===== src/rtl/lf_pkg.sv =====
// Shared types and prefix-cell helpers for the Ladner-Fischer adder slice.
package lf_pkg;

  localparam int unsigned WIDTH_DEF = 32;
  localparam int unsigned NGRP_DEF  = WIDTH_DEF / 2;

  typedef struct packed {
    logic p;
    logic g;
  } pg_t;

  // Full prefix cell: combines a high and a low (p, g) pair.
  function automatic pg_t pg_black(input logic p_hi, input logic g_hi,
                                   input logic p_lo, input logic g_lo);
    pg_t r;
    r.p = p_hi & p_lo;
    r.g = g_hi | (p_hi & g_lo);
    return r;
  endfunction

  // Generate-only cell, used where the group propagate is no longer needed.
  function automatic logic pg_grey(input logic p_hi, input logic g_hi, input logic g_lo);
    return g_hi | (p_hi & g_lo);
  endfunction

endpackage


===== src/rtl/lf_level1_comb.sv =====
// Level-1 pairwise prefix combine; group 0 folds the carry-in so its propagate is 0.
module lf_level1_comb
  import lf_pkg::*;
#(
  parameter int unsigned WIDTH = WIDTH_DEF
) (
  input  logic [WIDTH-1:0]   p,
  input  logic [WIDTH-1:0]   g,
  input  logic               cin,
  output logic [WIDTH/2-1:0] p_list1,
  output logic [WIDTH/2-1:0] g_list1
);

  localparam int unsigned NGRP = WIDTH / 2;

  assign p_list1[0] = 1'b0;
  assign g_list1[0] = pg_grey(p[1], g[1], pg_grey(p[0], g[0], cin));

  for (genvar i = 1; i < NGRP; i++) begin : g_grp
    pg_t c;
    assign c          = pg_black(p[2*i+1], g[2*i+1], p[2*i], g[2*i]);
    assign p_list1[i] = c.p;
    assign g_list1[i] = c.g;
  end

endmodule


===== src/rtl/lf_pg_front.sv =====
// Two-stage valid/ready front end: operand capture, bitwise p/g, level-1 combine.
module lf_pg_front
  import lf_pkg::*;
#(
  parameter int unsigned WIDTH       = WIDTH_DEF,
  parameter bit          STALL_CLEAR = 1'b0
) (
  input  logic               clk,
  input  logic               rst,
  input  logic               in_valid,
  output logic               in_ready,
  input  logic [WIDTH-1:0]   a,
  input  logic [WIDTH-1:0]   b,
  input  logic               cin,
  output logic               out_valid,
  input  logic               out_ready,
  output logic [WIDTH/2-1:0] p_list1,
  output logic [WIDTH/2-1:0] g_list1,
  output logic [WIDTH-1:0]   p_bit,
  output logic               cin_q
);

  localparam int unsigned NGRP = WIDTH / 2;

  logic             s1_valid;
  logic [WIDTH-1:0] s1_a;
  logic [WIDTH-1:0] s1_b;
  logic             s1_cin;

  logic [WIDTH-1:0] s1_p;
  logic [WIDTH-1:0] s1_g;
  logic [NGRP-1:0]  l1_p;
  logic [NGRP-1:0]  l1_g;

  logic s2_free;
  logic accept;
  logic drain;

  // in_ready is combinational from out_ready; there is no skid buffer.
  assign s2_free  = ~out_valid | out_ready;
  assign in_ready = ~s1_valid | s2_free;
  assign accept   = in_valid & in_ready;
  assign drain    = s1_valid & s2_free;

  assign s1_p = s1_a ^ s1_b;
  assign s1_g = s1_a & s1_b;

  lf_level1_comb #(
    .WIDTH (WIDTH)
  ) u_level1 (
    .p       (s1_p),
    .g       (s1_g),
    .cin     (s1_cin),
    .p_list1 (l1_p),
    .g_list1 (l1_g)
  );

  always_ff @(posedge clk or posedge rst) begin
    if (rst) begin
      s1_valid <= 1'b0;
      s1_a     <= '0;
      s1_b     <= '0;
      s1_cin   <= 1'b0;
    end else begin
      if (accept) begin
        s1_a   <= a;
        s1_b   <= b;
        s1_cin <= cin;
      end
      if (accept) begin
        s1_valid <= 1'b1;
      end else if (drain) begin
        s1_valid <= 1'b0;
      end
    end
  end

  always_ff @(posedge clk or posedge rst) begin
    if (rst) begin
      out_valid <= 1'b0;
      p_list1   <= '0;
      g_list1   <= '0;
      p_bit     <= '0;
      cin_q     <= 1'b0;
    end else if (drain) begin
      out_valid <= 1'b1;
      p_list1   <= l1_p;
      g_list1   <= l1_g;
      p_bit     <= s1_p;
      cin_q     <= s1_cin;
    end else if (out_ready) begin
      out_valid <= 1'b0;
      if (STALL_CLEAR) begin
        p_list1 <= '0;
        g_list1 <= '0;
        p_bit   <= '0;
        cin_q   <= 1'b0;
      end
    end
  end

endmodule


===== config.mk =====
export PLATFORM = sky130hd
export DESIGN_NAME = lf_pg_front
export DESIGN_NICKNAME = d
export VERILOG_FILES = /design/src/rtl/lf_pkg.sv /design/src/rtl/lf_level1_comb.sv /design/src/rtl/lf_pg_front.sv
export SDC_FILE = /design/constraint.sdc
export NUM_CORES = 1
export LEC_CHECK = 0
export CORE_MARGIN = 2
export CORE_UTILIZATION = 40
export CTS_BUF_LIST = sky130_fd_sc_hd__clkbuf_4 sky130_fd_sc_hd__clkbuf_8
export CTS_CLUSTER_DIAMETER = 200
export DETAILED_ROUTE_END_ITERATION = 12
export PLACE_DENSITY = 0.69
export SLEW_MARGIN = 20
export SYNTH_ARGS = -nofsm -noshare
export SYNTH_HDL_FRONTEND = slang
export SYNTH_HIERARCHICAL = 1
export SYNTH_SLANG_ARGS = --single-unit
export TNS_END_PERCENT = 100

===== constraint.sdc =====
create_clock -name clk -period 7.09 [get_ports clk]
set_input_delay 1.418 -clock clk [delete_from_list [all_inputs] [get_ports clk]]
set_output_delay 1.418 -clock clk [all_outputs]
set_load 0.03 [all_outputs]

==> results summary, run 1 <==
The final routed wire length divided by cell count is ~16 um. The die covers between 0.015 and 0.02 mm2. The fraction of power consumed by the clock network is 0.242. The total of fill cells in the finished design is ~1200.

The first routing iteration left slightly below 100 violations. The max-capacitance violation count is 0. 0 antenna diodes ended up in the layout. The number of global-route vias before repair came out at roughly 3700.

The number of sinks driven by the clock tree came out at around 130. The number of failing hold endpoints at the final stage came out at 0. Walking the worst path, the cells encountered are clkdlybuf4s50_1 > nand3b_4 > clkdlybuf4s50_1. In the layout the commonest cells are clkdlybuf4s50_1, dfrtp_1, mux2_4, ha_1, mux2_2. The warning count from the yosys run came out at 6. The number of setup buffers added after CTS is 0.

The count of non-filler cells in the finished layout is roughly 700. The final total negative setup slack came out at 0 ps. TritonCTS built the clock tree. The post-synthesis cell area came out at 0.00608 mm2.

The endpoint type of the worst setup path is a primary output. The power per cell area came out at approximately 360 mW/mm2. The number of ports placed on the die boundary came out at roughly 140. The leakage component of the power came out at between 0.003 and 0.004 uW. The post-detailed-route DRC marker count came out at 0. The CTS clock-pin slew for the worst setup and hold paths is ~70 ps. The number of clock buffers added by TritonCTS is 17.

After synthesis, the netlist uses 19 different library cells. The worst path arrival time is around 2800 ps. Summed over all layers, the routed wires come to approximately 11000 um. The switching share of power came out at 0.325. The total track usage is 0.149. The critical path in this run is classified as in -> out. The iteration count of the initial detailed-routing pass came out at 3. The instance count after placement with tap cells included came out at 660. The number of failing setup endpoints in the final timing report came out at 0. The worst hold slack across all endpoints came out at ~510 ps.

Leaving out fill and tap cells, the most frequent cell in the layout is clkdlybuf4s50_1. The transition at the pin with the smallest max-transition slack is 852 ps. The total global routing overflow came out at 0. The maximum number of pins on one net before global-route repair is 82. The sequential cell area fraction in the yosys report came out at 0.544. The area of the placeable core is about 0.015 mm2. The row count came out at 45. The HPWL reported at the end of detailed placement came out at between 7000 and 8000 um.

The number of buffers added on ports is around 140. The die outline width came out at 127 um. The number of antenna violations at the first check in global routing came out at 0. Setup repair after global routing left no endpoint under its margin. The sequential fraction of design power is 0.376. The final-stage net count is between 500 and 600. The instance count of the mapped netlist came out at 350. The worst stage delay on the critical path is approximately 680 ps. The total net switching power came out at about 930 uW. The cell that appears most often on the critical path is clkdlybuf4s50_1. Overall power consumption after layout is estimated at between 2000 and 3000 uW.

The global-route wire length before repair came out at 18700 um. The clock passes through at most 2 buffers. Across the VDD grid, the largest voltage drop is around 0.00023 V. The post-cts resize count came out at 0. The root buffer cell is clkbuf_8. In this run the worst hold path is classified as reg -> reg. The reg2reg setup slack came out at 4940 ps. The slowest stage of the critical path is the clkdlybuf4s50_1 cell. The cts-stage hold buffer count came out at 0. At the end of routability-driven placement, the weighted congestion stood at approximately 0.72. In this run the worst path has a maximum fanout of 3. For the worst setup path, the data required time is approximately 5700 ps.

STA classifies the critical path startpoint as an input pin. The time the final worst path needs with I/O delays and setup came out at roughly 4200 ps. Based on the critical path, the design can be clocked at up to 0.240 GHz. The buffering stage count on the worst path with inverters included is 2.

At the later pin of the worst-skew pair, clock insertion delay measures around 440 ps. The area growth from synthesis to layout is 29.8%. The max-slew violation count is 0. The worst relative slew slack came out at 0.432. The run finished with clean final reports.

The post-synthesis net count came out at 451. The number of H-tree branching levels is 4. The vertical die dimension came out at 127 um.

The portion of the clock cycle consumed by the worst path in the final layout is 0.588. The via-per-instance ratio came out at between 4 and 5. The final worst clock skew is 11.2 ps.

The via count of the routed design is between 3000 and 4000. The mean area per synthesized cell came out at 17.4 um2. The combinational share of power came out at 0.383. The internal power component came out at approximately 1900 uW. On the critical path the largest part of the delay comes from buffers and inverters. The starting density of the core came out at 0.404. The count of nets left with antenna violations after detail routing came out at 0. The ratio of cells with drive above 1 in the final layout came out at 0.333.

The total of flip-flops plus latches after synthesis came out at 132.
final cells by class:
cell class              instances  area [um2]  share of cell area
flip-flops and latches        132        3300               0.419
multi-input cells             202        2530               0.321
repair buffers                137        1370               0.173
inverters                       1        8.76             0.00111
clock buffers                  19         255              0.0324
clock inverters                13         183              0.0232
well taps                     188         235              0.0298
logic make-up after synthesis:
group,Yosys count,synth area share
simple gates,23,0.0259
compound gates,16,0.0194
buf+inv,16,0.0420
flops,132,0.544
other cells,1,0.000617
mux,130,0.303
fa+ha+maj,32,0.0659
per-layer routing:
| metal | wire, um | GRT usage |
|---|---|---|
| met3 | 797 | 0.0741 |
| met1 | 5050 | 0.191 |
| met2 | 5010 | 0.223 |
| met4 | 117 | 0.0427 |
| met5 | 0 | 0 |
sequential cells by signal (all words and copies together) (netlist names):
signal,flops
cin_q,1
s1_a,32
s1_cin,1
s1_valid,1
g_list1,16
p_bit,32
p_list1,16
s1_b,32
out_valid,1
power groups by stage:
stage | sequential [uW] | clock (uW) | combinational (uW)
floorplan | 1340 | 0 | 431
global placement | 1080 | 0 | 1090
detailed placement | 1080 | 0 | 1100
CTS | 1070 | 715 | 1110
global route | 1100 | 750 | 1160
finish | 1070 | 688 | 1090
final timing paths:
| path | from | depth (start not counted) | endpoint |
|---|---|---|---|
| min in group asynchronous | rst | 2 | s1_a[28]$_DFFE_PP0P_ |
| max in group asynchronous | rst | 3 | s1_b[20]$_DFFE_PP0P_ |
| worst min-delay path | g_list1[0]$_DFFE_PP0P_ | 1 | g_list1[0]$_DFFE_PP0P_ |
| worst max-delay path | out_ready | 3 | in_ready |
| worst max register to register | out_valid$_DFFE_PP0P_ | 4 | g_list1[3]$_DFFE_PP0P_ |
| worst min register to register | g_list1[0]$_DFFE_PP0P_ | 1 | g_list1[0]$_DFFE_PP0P_ |
metrics by stage:
stage	instance area (um2)	util	worst slack [ps]
floorplan	6080	-	2150
global placement	7440	0.495	2960
detailed placement	7440	0.495	2950
CTS	7880	0.524	2940
global route	7890	0.525	2880
finish	7890	0.525	2920
cell usage after synthesis:
cell	count	area, um2
buf_4	2	15.0
conb_1	1	3.75
nand2_1	2	7.51
or2b_1	1	7.51
buf_12	11	220
nand2_4	1	11.3
a21oi_1	1	5.00
buf_2	1	5.00
ha_1	32	400
mux2_2	30	338
inv_1	1	3.75
buf_6	1	11.3
a21o_1	15	113
mux2_4	100	1500
nand3_1	1	5.00
nand3b_4	1	20.0
and2_1	15	93.8
dfrtp_1	132	3300
nand2b_1	2	12.5
worst reg2reg max path: stages (launching register included):
cell and delay [ps]:
dfrtp_1 430, nand2b_1 130, nand2_4 280, buf_4 760, mux2_2 430
Note: power is estimated with default switching activity, not from simulation.
==> run 2: changes to the inputs <==
--- a/config.mk
+++ b/config.mk
@@ -10,7 +10,7 @@
 export CTS_BUF_LIST = sky130_fd_sc_hd__clkbuf_4 sky130_fd_sc_hd__clkbuf_8
 export CTS_CLUSTER_DIAMETER = 200
 export DETAILED_ROUTE_END_ITERATION = 12
-export PLACE_DENSITY = 0.69
+export PLACE_DENSITY = 0.71
 export SLEW_MARGIN = 20
 export SYNTH_ARGS = -nofsm -noshare
 export SYNTH_HDL_FRONTEND = slang
==> constraint.sdc (replaced) <==
create_clock -name clk -period 3.8 [get_ports clk]
set_input_delay 0.76 -clock clk [delete_from_list [all_inputs] [get_ports clk]]
set_output_delay 0.76 -clock clk [all_outputs]
set_load 0.03 [all_outputs]
==> run 2 against run 1 <==
  * Utilization is 0.54 points higher
  * Register-to-register slack worse by 3000 ps
  * Worst setup slack worse by 1900 ps
  * Clock power is 100% higher
  * Combinational power is 87% higher
  * Die area stayed put
  * Sequential power is 88% higher
  * Critical path depth stayed put
  * Worst hold slack hardly changed
  * Wire length is 2.9% higher
  * Clock skew is 0.88 ps lower
  * Critical endpoint unchanged
  * Largest cell class unchanged
==> results summary, run 2 (synthesis results as in run 1) <==
The number of sinks driven by the clock tree came to 132 (unchanged). The required arrival time at the worst endpoint came out at 3040 ps (was 5670 ps). The post-cts resize count came out at 0 (unchanged). Based on the critical path, the design can be clocked at up to around 0.36 GHz. The die area came out at 0.0162 mm2 (unchanged). The area growth from synthesis to final layout is 31.1% (was 29.8%). The final-stage net count is 594 (was 592). The category of the most critical setup path is in -> out (unchanged). The instance count after placement with tap cells included is 662 (was 660).

The leakage component of the power was 0.00380 uW (was 0.00376 uW). The most numerous cell on the critical path was clkdlybuf4s50_1 (unchanged). The max-slew violation count came out at 0 (unchanged).

The post-layout total power came out at 5440 uW (was 2850 uW). The via count of the routed design came out at 3266 (was 3262). The total track usage is 0.152 (was 0.149). The HPWL reported at the end of detailed placement is 7760 um (was 7310 um). The last weighted congestion value of the routability-driven placer is 0.736 (was 0.722).

The fraction of met1 tracks used by global routing is 0.191 (about the same). The CTS clock-pin slew for the worst setup and hold paths is 80 ps (was 70 ps). The maximum number of pins on one net before global-route repair is 133 (was 82). The worst relative slew slack is 0.499 (was 0.432).

The number of failing hold endpoints at the final stage is 0 (unchanged). The final wirelength came out at 11300 um (was 11000 um). The classification of the worst-slack hold path is reg -> reg (unchanged). The number of failing setup endpoints in the final timing report is 0 (unchanged). Setup repair after global routing missed its margin: no (unchanged). The commonest non-fill, non-tap cell in the layout is clkdlybuf4s50_1 (unchanged). The iteration count of the initial detailed-routing pass is 4 (was 3). The number of cells on the worst hold path came out at 1 (unchanged).

The routed design could run at a clock period as short as roughly 2800 ps. The number of global-route vias before repair is 3750 (was 3673). The row count is 45 (unchanged).

The vertical die dimension is 127 um (unchanged). The CTS tree is done (unchanged). The root buffer cell is clkbuf_8 (unchanged). The total clock buffers created by CTS is 17 (unchanged). The ratio of cells with drive above 1 in the final layout is 0.336 (was 0.333).

The final routed wire length divided by cell count came to 16.3 um (was 15.9 um). Outcome: finished clean (unchanged). The number of buffers added on ports is 135 (unchanged).

The power per cell area came out at 682 mW/mm2 (was 361 mW/mm2). The total of fill cells in the finished design is 1262 (was 1246). The worst hold slack across all endpoints is 507 ps (about the same).

The area of the placeable core came to 0.0150 mm2 (unchanged). The total global routing overflow was 0 (unchanged). The worst vdd rail ir drop is 0.000431 V (was 0.000231 V). Most frequent cells in the layout: clkdlybuf4s50_1, dfrtp_1, mux2_4, ha_1, mux2_2 (unchanged). The origin of the worst min-delay path is g_list1[9]$_DFFE_PP0P_ (was g_list1[0]$_DFFE_PP0P_).

The worst stage delay on the critical path is 680 ps (about the same). The number of ports placed on the die boundary is 136 (unchanged). The sequential cell area is 0.00330 mm2 (unchanged). The cts-stage hold buffer count is 0 (unchanged).

The via-per-instance ratio is 4.71 (about the same). The final worst clock skew was 10.3 ps (was 11.2 ps). The launch instance of the worst register-to-register path was out_valid$_DFFE_PP0P_ (unchanged). The violation count after the first detailed-route iteration is 91 (was 97). The number of setup buffers added after CTS came to 0 (unchanged). The type of origin of the critical path is an input pin (unchanged). The critical path launch point was out_ready (unchanged). The clock latency of the later-clocked register in the worst-skew pair is 440 ps (about the same). The worst reg2reg path depth is 4 (unchanged).

The max-capacitance violation count is 0 (unchanged). The final total negative setup slack is 0 ps (unchanged). The global-route wire length before repair is 19100 um (was 18700 um). The area taken by multi-input logic gates came to 0.00253 mm2 (about the same). The starting density of the core came out at 0.404 (unchanged). The count of non-filler cells in the finished layout is 694 (was 692). The global routing usage on met2 is 0.232 (was 0.223). The transition at the pin with the smallest max-transition slack was 752 ps (was 852 ps). Top Registers: p_bit x32, s1_a x32, s1_b x32 (unchanged). The post-detailed-route DRC marker count came out at 0 (unchanged). The fraction of met3 tracks used by global routing came out at 0.0645 (was 0.0741). The endpoint type of the worst setup path is a primary output (unchanged). Chain of cells forming the critical path: clkdlybuf4s50_1 > nand3b_4 > clkdlybuf4s50_1 (unchanged). The worst path arrival time came out at 2050 ps (was 2750 ps).

The count of nets left with antenna violations after detail routing is 0 (unchanged). The number of antenna violations at the first check in global routing came out at 0 (unchanged). The die outline width came to 127 um (unchanged). The buffer depth of the longest clock path came out at 2 (unchanged). Dividing the final minimum period by the clock period gives 0.739.

The number of H-tree branching levels was 4 (unchanged). The critical-path maximum fanout came out at 3 (unchanged). The total inserted antenna cells came out at 0 (unchanged). The most used routing layer is met2 (unchanged). The standard cell with the maximum stage delay on the critical path is clkdlybuf4s50_1 (unchanged).
==> run 2: worst max-delay path, delay by kind of cell <==
| kind | cells | cell delay (ps) |
|---|---|---|
| and+or+nand+nor | 1 | 150 |
| buffers and inverters | 2 | 1150 |
==> run 2: final cells by class <==
class / instances / area share
Clock inverter: 12 / 0.0253
Multi-Input combinational cell: 202 / 0.317
Sequential cell: 132 / 0.415
Inverter: 1 / 0.000942
Clock buffer: 20 / 0.0345
Tap cell: 188 / 0.0295
Timing Repair Buffer: 139 / 0.178
==> run 2: report_power, final <==
part | switching, uW | internal (uW) | total (uW)
clock | 551 | 835 | 1390
sequential | 233 | 1770 | 2010
combinational | 959 | 1080 | 2040
==> run 2: per-stage QoR <==
| stage | cell area [um2] | setup slack, ps | utilization |
|---|---|---|---|
| 2_1_floorplan | 6080 | 1400 | - |
| 3_3_place_gp | 7490 | 986 | 0.498 |
| 3_5_place_dp | 7490 | 989 | 0.498 |
| 4_1_cts | 7970 | 986 | 0.530 |
| 5_1_grt | 7970 | 944 | 0.530 |
| 6_report | 7970 | 991 | 0.530 |
==> run 2: layer usage <==
layer  part of all wire  wire length, um  vias to the layer above
met5                  0                0                        -
met3              0.082              922                       13
met4              0.016              181                        0
met1               0.44             5000                     1634
li1                   -                -                     1525
met2               0.46             5190                       94
==> run 2: worst paths after layout <==
check | endpoint | slack [ps]
max in group asynchronous | s1_a[9]$_DFFE_PP0P_ | 2350
min reg2reg | g_list1[9]$_DFFE_PP0P_ | 510
min in group asynchronous | s1_b[16]$_DFFE_PP0P_ | 840
max | in_ready | 990
min | g_list1[9]$_DFFE_PP0P_ | 510
max reg2reg | g_list1[7]$_DFFE_PP0P_ | 1950
